==> src/rtl/lut_counter_pkg.sv <==
// Shared constants for the LUT event counter: default geometry, default truth
// table and the legal WIDTH range.
package lut_counter_pkg;

  localparam int DEF_WIDTH = 4;
  localparam int MIN_WIDTH = 2;
  localparam int MAX_WIDTH = 8;
  localparam logic [(1<<DEF_WIDTH)-1:0] DEF_LUT_INIT = 16'hE6C4;

  function automatic bit width_ok(input int w);
    return (w >= MIN_WIDTH) && (w <= MAX_WIDTH);
  endfunction

endpackage

==> src/rtl/edge_sync.sv <==
// Two-flop synchronizer followed by a history flop; rise pulses for one clk
// on each 0->1 transition of the asynchronous input.
module edge_sync (
  input  logic clk,
  input  logic reset_n,
  input  logic a,
  output logic rise
);

  logic [2:0] sync_pipe;

  always_ff @(posedge clk or negedge reset_n) begin
    if (!reset_n) sync_pipe <= '0;
    else          sync_pipe <= {sync_pipe[1:0], a};
  end

  assign rise = sync_pipe[1] & ~sync_pipe[2];

endmodule

==> src/rtl/lut_event_counter.sv <==
// Up/down event counter driven by asynchronous inc/dec strobes; the count
// indexes a writable flop-based truth table whose bit is output as data.
module lut_event_counter
  import lut_counter_pkg::*;
#(
  parameter int                      WIDTH    = DEF_WIDTH,
  parameter logic [(1<<WIDTH)-1:0]   LUT_INIT = DEF_LUT_INIT,
  parameter bit                      SATURATE = 1'b0
) (
  input  logic             clk,
  input  logic             reset_n,
  input  logic             inc,
  input  logic             dec,
  input  logic             clr,
  input  logic             load,
  input  logic [WIDTH-1:0] load_value,
  input  logic             lut_we,
  input  logic [WIDTH-1:0] lut_addr,
  input  logic             lut_wdata,
  output logic [WIDTH-1:0] count,
  output logic             data,
  output logic             tc
);

  localparam int              DEPTH = 1 << WIDTH;
  localparam logic [WIDTH-1:0] CMAX = '1;

  if (!width_ok(WIDTH)) begin : g_bad_width
    $error("lut_event_counter: WIDTH out of range");
  end

  logic             inc_ev, dec_ev;
  logic [WIDTH-1:0] cnt_nxt;
  logic             tc_nxt;
  logic [DEPTH-1:0] lut;

  edge_sync u_inc_sync (.clk(clk), .reset_n(reset_n), .a(inc), .rise(inc_ev));
  edge_sync u_dec_sync (.clk(clk), .reset_n(reset_n), .a(dec), .rise(dec_ev));

  // clr/load win outright; an event landing in the same cycle is simply lost
  always_comb begin
    cnt_nxt = count;
    tc_nxt  = 1'b0;
    if (clr) begin
      cnt_nxt = '0;
    end else if (load) begin
      cnt_nxt = load_value;
    end else if (inc_ev && !dec_ev) begin
      if (count == CMAX) begin
        tc_nxt  = 1'b1;
        cnt_nxt = SATURATE ? CMAX : '0;
      end else begin
        cnt_nxt = count + WIDTH'(1);
      end
    end else if (dec_ev && !inc_ev) begin
      if (count == '0) begin
        tc_nxt  = 1'b1;
        cnt_nxt = SATURATE ? '0 : CMAX;
      end else begin
        cnt_nxt = count - WIDTH'(1);
      end
    end
  end

  always_ff @(posedge clk or negedge reset_n) begin
    if (!reset_n) begin
      count <= '0;
      tc    <= 1'b0;
    end else begin
      count <= cnt_nxt;
      tc    <= tc_nxt;
    end
  end

  // data reads the pre-edge table, so a write shows up one edge later
  always_ff @(posedge clk or negedge reset_n) begin
    if (!reset_n) begin
      lut  <= LUT_INIT;
      data <= LUT_INIT[0];
    end else begin
      data <= lut[count];
      if (lut_we) lut[lut_addr] <= lut_wdata;
    end
  end

endmodule
==> config.mk <==
export PLATFORM = sky130hd
export DESIGN_NAME = lut_event_counter
export DESIGN_NICKNAME = d
export VERILOG_FILES = /design/src/rtl/lut_counter_pkg.sv /design/src/rtl/edge_sync.sv /design/src/rtl/lut_event_counter.sv
export SDC_FILE = /design/constraint.sdc
export NUM_CORES = 1
export LEC_CHECK = 0
export CELL_PAD_IN_SITES_DETAIL_PLACEMENT = 1
export CELL_PAD_IN_SITES_GLOBAL_PLACEMENT = 1
export CORE_MARGIN = 2
export CORE_UTILIZATION = 49
export CTS_CLUSTER_DIAMETER = 30
export CTS_CLUSTER_SIZE = 12
export DETAILED_ROUTE_END_ITERATION = 8
export DONT_BUFFER_PORTS = 1
export PLACE_DENSITY_LB_ADDON = 0.08
export SETUP_SLACK_MARGIN = 0.3
export SLEW_MARGIN = 20
export SYNTH_ARGS = -nofsm -noshare
export SYNTH_HDL_FRONTEND = slang
export SYNTH_SLANG_ARGS = --single-unit
==> constraint.sdc <==
create_clock -name clk -period 1.8 [get_ports clk]
set_input_delay 0.18 -clock clk [delete_from_list [all_inputs] [get_ports clk]]
set_output_delay 0.18 -clock clk [all_outputs]
set_load 0.01 [all_outputs]
==> reports/qor.yml, run 1 <==
routed_wirelength_mm: 3.31
status: "complete, no violations"
grt_use_total_pct: 20.7
ant_nets: 0
hpwl_mm: 2.07
cp-end-kind: "flop"
synthDominantCellAreaShare_pct: 34.1
drive_above_1_share_pct: 38.6
combPwrFrac_pct: 22.0
fmax_ghz: 0.645
dp_slack_ns: 0.0669
worstPathArrival_ns: 1.79
area_growth_pct: 19.3
power.total_w: 0.00161
fin_crit_ns: 1.55
rsz0062_at_grt: "yes"
io_buffers: 0
antenna_found_initial: 0
whs_path_depth: 2
clock_path_buffers: 2
die_height_um: 58.8
tightest_slew_ns: 0.495
switching_share_pct: 25.6
hp-class: "in2reg"
routedWlPerCell_um: 18.8
ff2ff_path_depth: 6
p_leak_nw: 0.719
netlist-cell-type-count: 33
power_density_nw_per_um2: 917
final_common_cell: "dfrtp_1"
initial_core_util_pct: 52.4
hold_violations: 0
fin_ws_ns: 0.249
grt_pass1_wl_mm: 5.28
fin_nets: 166
path_clk_slew_ns: 0.15
cts_tree: "yes"
ys_warn_count: 0
vias_per_cell: 6.01
ff_latch_area_um2: 713
synth_nets: 151
setup_viol: 0
fin_util_pct: 62.4
required_ns: 2.04
clkPwrFrac_pct: 25.8
fillers: 294
synth-seq-cells: 28
drc: 0
synth-edff-count: 0
intPower_w: 0.00120
route.met2.wl_mm: 1.64
grt_max_degree: 29
drt_iter0_markers: 70
clk_latency_ns: 0.33
critical_path_class: "reg2reg"
grt_pass1_vias: 1110
antenna-diode-count: 0
cts_sinks: 28
final_cell_area_um2: 1750
clockRootBuffer: "clkbuf_4"
irDropWorstVdd_mv: 0.449
die_area_um2: 3450
yosysTopAreaCell: "dfrtp_1"
syn_area_um2: 1470
multiInputGateArea_um2: 759
finalCritPeriodShare_pct: 86.2
cp_max_fo: 6
syn_inst: 131
num_io_pins: 22
p_switching_w: 0.000410
core_area_um2: 2810
tns_ns: 0
first_pass_iters: 4
relSlewSlack_pct: 66.9
drv_slew: 0
cts_buffers: 3
async_reset_ff_share_pct: 100
wl_met3_um: 81
cts_max_level: 1
met1_length_mm: 1.54
yosysSeqAreaShare_pct: 48.4
cp-start-kind: "flop"
layout_common_cells: "dfrtp_1, mux2_2, nor2_1"
fp.dieW_um: 58.8
synth_area_per_cell_um2: 11.2
rows: 19
synth.area.top_cells: "dfrtp_1, dfstp_2, mux2_2, mux4_1, nor2_1"
placed_cell_area_um2: 1490
seqPwrFrac_pct: 52.2
grt-ovfl-total: 0
routed.top_layer: "met4"
vias: 1057
clock_skew_ns: 0.00216
yosys_most_used_dff: "dfrtp_1"
cap_violations: 0
place.gp.congestion: 0.724
-- power by group through the flow --
stage / registers [W] / clock network [W] / logic (W)
after floorplan: 0.000817 / 0 / 0.000243
after global placement: 0.000849 / 0 / 0.000251
after detailed placement: 0.000857 / 0 / 0.000261
after CTS: 0.000841 / 0.000428 / 0.000313
after global routing: 0.000850 / 0.000447 / 0.000387
final: 0.000838 / 0.000414 / 0.000354
-- stage by stage --
stage                     hold slack, ns  instances
after floorplan                   -0.116        131
after global placement            -0.115        158
after detailed placement          -0.115        158
after CTS                         0.0250        173
after global routing              0.0136        176
final                             0.0316        176
-- per-layer routing --
| metal | global-route usage [%] | vias up |
|---|---|---|
| li1 | - | 494 |
| met2 | 34.1 | 14 |
| met1 | 28.5 | 545 |
| met3 | 3.30 | 4 |
| met5 | 0 | - |
| met4 | 5.19 | 0 |
-- layout make-up --
cell class	count	share of cell area (%)
multi-input combinational	89	43.4
timing repair buffer	17	9.21
clock inverter	1	1.71
clock buffer	3	1.29
inverter	7	1.50
sequential	28	40.7
tap	31	2.21
-- repair_timing --
item / 4_1_cts / 5_1_grt
resized for setup: 4 / 15
hold buffers: 8 / 0
buffers inserted: 3 / 3
setup endpoints to repair: 6 / 6
pin swaps: 0 / 5
hold endpoints to repair: 50 / 0
-- path summary, 6_finish.rpt --
| kind | slack (ns) | start | end |
|---|---|---|---|
| setup reg to reg | 0.25 | count[0]$_DFFE_PN0P_ | count[3]$_DFFE_PN0P_ |
| hold / removal | 0.03 | load | count[0]$_DFFE_PN0P_ |
| setup / recovery | 0.25 | count[0]$_DFFE_PN0P_ | count[3]$_DFFE_PN0P_ |
| max in group asynchronous | 1.30 | reset_n | lut[10]$_DFFE_PN1P_ |
| min in group asynchronous | 0.27 | reset_n | count[3]$_DFFE_PN0P_ |
| hold reg to reg | 0.37 | u_dec_sync.sync_pipe[0]$_DFF_PN0_ | u_dec_sync.sync_pipe[1]$_DFF_PN0_ |
-- Yosys cell counts, drive strengths merged, types with 2 or more instances --
library cell and number:
nor3 6, nand3 2, dfrtp 20, mux2 16, dfstp 8, o21ai 3
buf 2, nand2 7, nor2 15, nand2b 5, ha 4, nand3b 4
clkbuf 5, mux4 4, a21oi 8, a211oi 2, inv 7
-- flip-flops by register name, summed over array words and instances (netlist names) --
signal,flops
lut,16
count,4
u_dec_sync.sync_pipe,3
u_inc_sync.sync_pipe,3
data,1
tc,1
-- cell families after synthesis --
group	count (synthesis)	synth area share [%]
mux	20	19.2
flops	28	48.4
fa+ha+maj	4	3.41
compound gates	19	8.43
simple gates	44	15.2
xor+xnor	2	1.19
buf+inv	14	4.17
-- worst max-delay path, stage by stage, from the launching register on --
cell	delay, ns
dfrtp_2	0.46
inv_1	0.08
ha_2	0.21
o21bai_1	0.19
a21oi_1	0.21
o21ai_1	0.10
a32o_1	0.22
Power figures use the tool's default switching activity.
==> run 2, diff against run 1 <==
- ABC_AREA: unset -> 1
- CORE_MARGIN: 2 -> 1.5
- CORE_UTILIZATION: 49 -> 45
- RECOVER_POWER: unset -> 25
==> run 2 against run 1 <==
Compared with the run above:
- sequential power rose by 2.5%
- maximum frequency grew 6.9%
- count of clock-buffer cells in the layout rose by 1
- design area is 0.43% higher
- clock power decreased by 24%
- global-route usage up 3.5 points
- clock skew up 0.0039 ns
- flip-flop and latch count unchanged
- non-clock buffer count down 2
- via count rose by 24%
- combinational power up 12%
- first-iteration DRC count fell by 46%
- largest power group unchanged
==> reports/qor.yml, run 2 <==
drv_slew: 0  # unchanged
combPwrFrac_pct: 25.3  # +3.3 points
cts_buffers: 3  # unchanged
hold_violations: 0  # unchanged
p_leak_nw: 0.786  # +9.4%
routedWlPerCell_um: 15.6  # -17%
hp-class: "in2reg"
synth.area.top_cells: "dfrtp_1, dfstp_2, nand2_1, nor2_1, inv_1"
cp_max_fo: 6  # unchanged
intPower_w: 0.00105  # -12%
finalCritPeriodShare_pct: 80.6  # -5.6 points
fillers: 383  # +30%
vias: 1312  # +24%
fin_cells: 246  # +40%
switching_share_pct: 32.9  # +7.3 points
status: "complete, no violations"
grt_use_total_pct: 24.1  # +3.5 points
yosys_most_used_dff: "dfrtp_1"
critical_path_class: "reg2reg"
largest_registers: "lut: 16 flops, count: 4 flops"
cts_max_level: 1  # unchanged
io_buffers: 0  # unchanged
syn_inst: 188  # +44%
synth_area_per_cell_um2: 7.89  # -30%
required_ns: 2.02  # -0.02 ns
initial_core_util_pct: 47.8  # -4.5 points
setup_viol: 0  # unchanged
hpwl_mm: 2.75  # +33%
grt-ovfl-total: 0  # unchanged
synth_nets: 208  # +38%
cap_violations: 0  # unchanged
clkPwrFrac_pct: 19.9  # -5.9 points
synth-seq-cells: 28  # unchanged
drive_above_1_share_pct: 20.8  # -18 points
die_area_um2: 3650  # +5.8%
rsz0062_at_grt: "yes"
clock_path_buffers: 2  # unchanged
worstPathArrival_ns: 1.67  # -0.12 ns
tns_ns: 0  # unchanged
placedCellCount: 230  # +46%
die_height_um: 60.4  # +2.9%
ys_warn_count: 0  # unchanged
cts_sinks: 28  # unchanged
drc: 0  # unchanged
synth_commonest_cells: "nand2_1, nor2_1, inv_1"
largest_reg_flops: 16  # unchanged
cts_tree: "yes"
core_area_um2: 3100  # +11%
clock_skew_ns: 0.00601  # +0.00386 ns
cp-start-kind: "flop"
first_pass_iters: 4  # unchanged
irDropWorstVdd_mv: 0.474  # +5.6%
fin_nets: 223  # +34%
grt_max_degree: 29  # unchanged
routed_wirelength_mm: 3.84  # +16%
synthDominantCellAreaShare_pct: 33.7  # -0.34 points
rows: 20  # +1
async_reset_ff_share_pct: 100  # unchanged
fmax_ghz: 0.689  # +6.9%
synth-edff-count: 0  # unchanged
syn_area_um2: 1480  # +1.0%
fp.dieW_um: 60.4  # +2.9%
fin_crit_ns: 1.45  # -0.100 ns
yosysMostFrequentCell: "nand2_1"
tightest_slew_ns: 0.499  # +0.00480 ns
netlist-cell-type-count: 21  # -36%
place.gp.congestion: 0.856  # +18%
cp-end-kind: "flop"
grt_pass1_wl_mm: 6.50  # +23%
grt_pass1_vias: 1455  # +31%
vias_per_cell: 5.33  # -11%
seqPwrFrac_pct: 54.8  # +2.6 points
antenna-diode-count: 0  # unchanged
path_clk_slew_ns: 0.15  # about the same
num_io_pins: 22  # unchanged
antenna_found_initial: 0  # unchanged
power_density_nw_per_um2: 892  # -2.7%
p_switching_w: 0.000516  # +26%
yosysTopAreaCell: "dfrtp_1"
ant_nets: 0  # unchanged
drt_iter0_markers: 38  # -46%
layout_common_cells: "nor2_1, nand2_1, dfrtp_1"
clockRootBuffer: "clkbuf_4"
regMostFlops: "lut"
relSlewSlack_pct: 66.5  # -0.47 points
area_growth_pct: 18.5
yosysSeqAreaShare_pct: 47.9  # -0.49 points
clk_latency_ns: 0.33  # about the same
-- run 2: cell count changes after synthesis, sizes merged, moves of 4 or more --
| cell | previous run | this run |
|---|---|---|
| a21oi | 8 | 16 |
| a31oi | 1 | 8 |
| clkbuf | 5 | 1 |
| inv | 7 | 25 |
| mux2 | 16 | 0 |
| mux4 | 4 | 0 |
| nand2 | 7 | 31 |
| nand2b | 5 | 0 |
| nand3 | 2 | 13 |
| nand3b | 4 | 0 |
| nor2 | 15 | 30 |
| o21ai | 3 | 17 |
-- run 2: timing repair --
item | 4_1_cts | 5_1_grt
gates resized for setup | 14 | 15
endpoints found under the setup margin | 4 | 5
pin swaps | 2 | 3
endpoints found under the hold margin | 34 | 0
hold buffers | 8 | 0
setup buffers | 1 | 3
-- run 2: kinds of logic (layout without fill, tap and decap cells) --
logic type	count (synthesis)	after routing	share of synthesized area, %
buf+inv	31	45	8.77
flops	28	28	47.9
fa+ha+maj	4	4	3.37
compound gates	45	45	16.4
simple gates	80	80	23.5
-- run 2: power groups by stage --
stage / Sequential, W / Clock (W) / Combinational [W]
after floorplan: 0.000832 / 0 / 0.000273
after global placement: 0.000863 / 0 / 0.000312
after detailed placement: 0.000868 / 0 / 0.000330
after CTS: 0.000858 / 0.000319 / 0.000381
after global routing: 0.000878 / 0.000348 / 0.000452
final: 0.000859 / 0.000313 / 0.000397
-- run 2: worst paths after layout --
kind                                              startpoint                           endpoint  slack [ns]  cells past startpoint
setup reg to reg           u_dec_sync.sync_pipe[1]$_DFF_PN0_               count[2]$_DFFE_PN0P_        0.35                     10
min in group asynchronous                            reset_n               count[3]$_DFFE_PN0P_        0.26                      2
max in group asynchronous                            reset_n                 lut[7]$_DFFE_PN1P_        1.30                      2
hold reg to reg            u_dec_sync.sync_pipe[0]$_DFF_PN0_  u_dec_sync.sync_pipe[1]$_DFF_PN0_        0.37                      0
hold / removal                                 load_value[0]               count[0]$_DFFE_PN0P_        0.03                      2
setup / recovery           u_dec_sync.sync_pipe[1]$_DFF_PN0_               count[2]$_DFFE_PN0P_        0.35                     10
-- run 2: through the flow --
step / worst slack (ns) / hold WS (ns) / total power [W] / cell area, um^2 / utilization [%]
finish: 0.349 / 0.0279 / 0.00157 / 1760 / 56.7
global route: 0.279 / 0.0287 / 0.00168 / 1760 / 56.7
CTS: 0.297 / 0.0168 / 0.00156 / 1710 / 55.2
detailed placement: 0.117 / -0.115 / 0.00120 / 1530 / 49.3
global placement: 0.226 / -0.115 / 0.00117 / 1530 / 49.3
floorplan: 0.316 / -0.116 / 0.00110 / 1490 / -
-- run 2: critical path, stage by stage, from the launching register on --
cell and delay [ns]:
dfrtp_1 0.39, inv_2 0.06, nor2_4 0.15, inv_2 0.07
ha_4 0.18, nand2_2 0.10, nand2_1 0.07, nand2_1 0.06
nand3_1 0.06, o211ai_1 0.12, o21ai_1 0.10
-- run 2: layer usage --
layer,share of wire (%),GRT usage (%),vias up
met2,53,42.9,26
met5,0,0,-
li1,-,-,647
met1,42,30.0,633
met4,1.3,7.14,0
met3,2.9,4.48,6
-- run 2: cell type report --
| cell class | instances | area, um^2 | area share, % |
|---|---|---|---|
| sequential | 28 | 714 | 40.6 |
| multi-input combinational | 129 | 708 | 40.3 |
| timing repair buffer | 15 | 143 | 8.11 |
| inverter | 26 | 103 | 5.83 |
| tap | 44 | 55.1 | 3.13 |
| clock buffer | 4 | 36.3 | 2.06 |
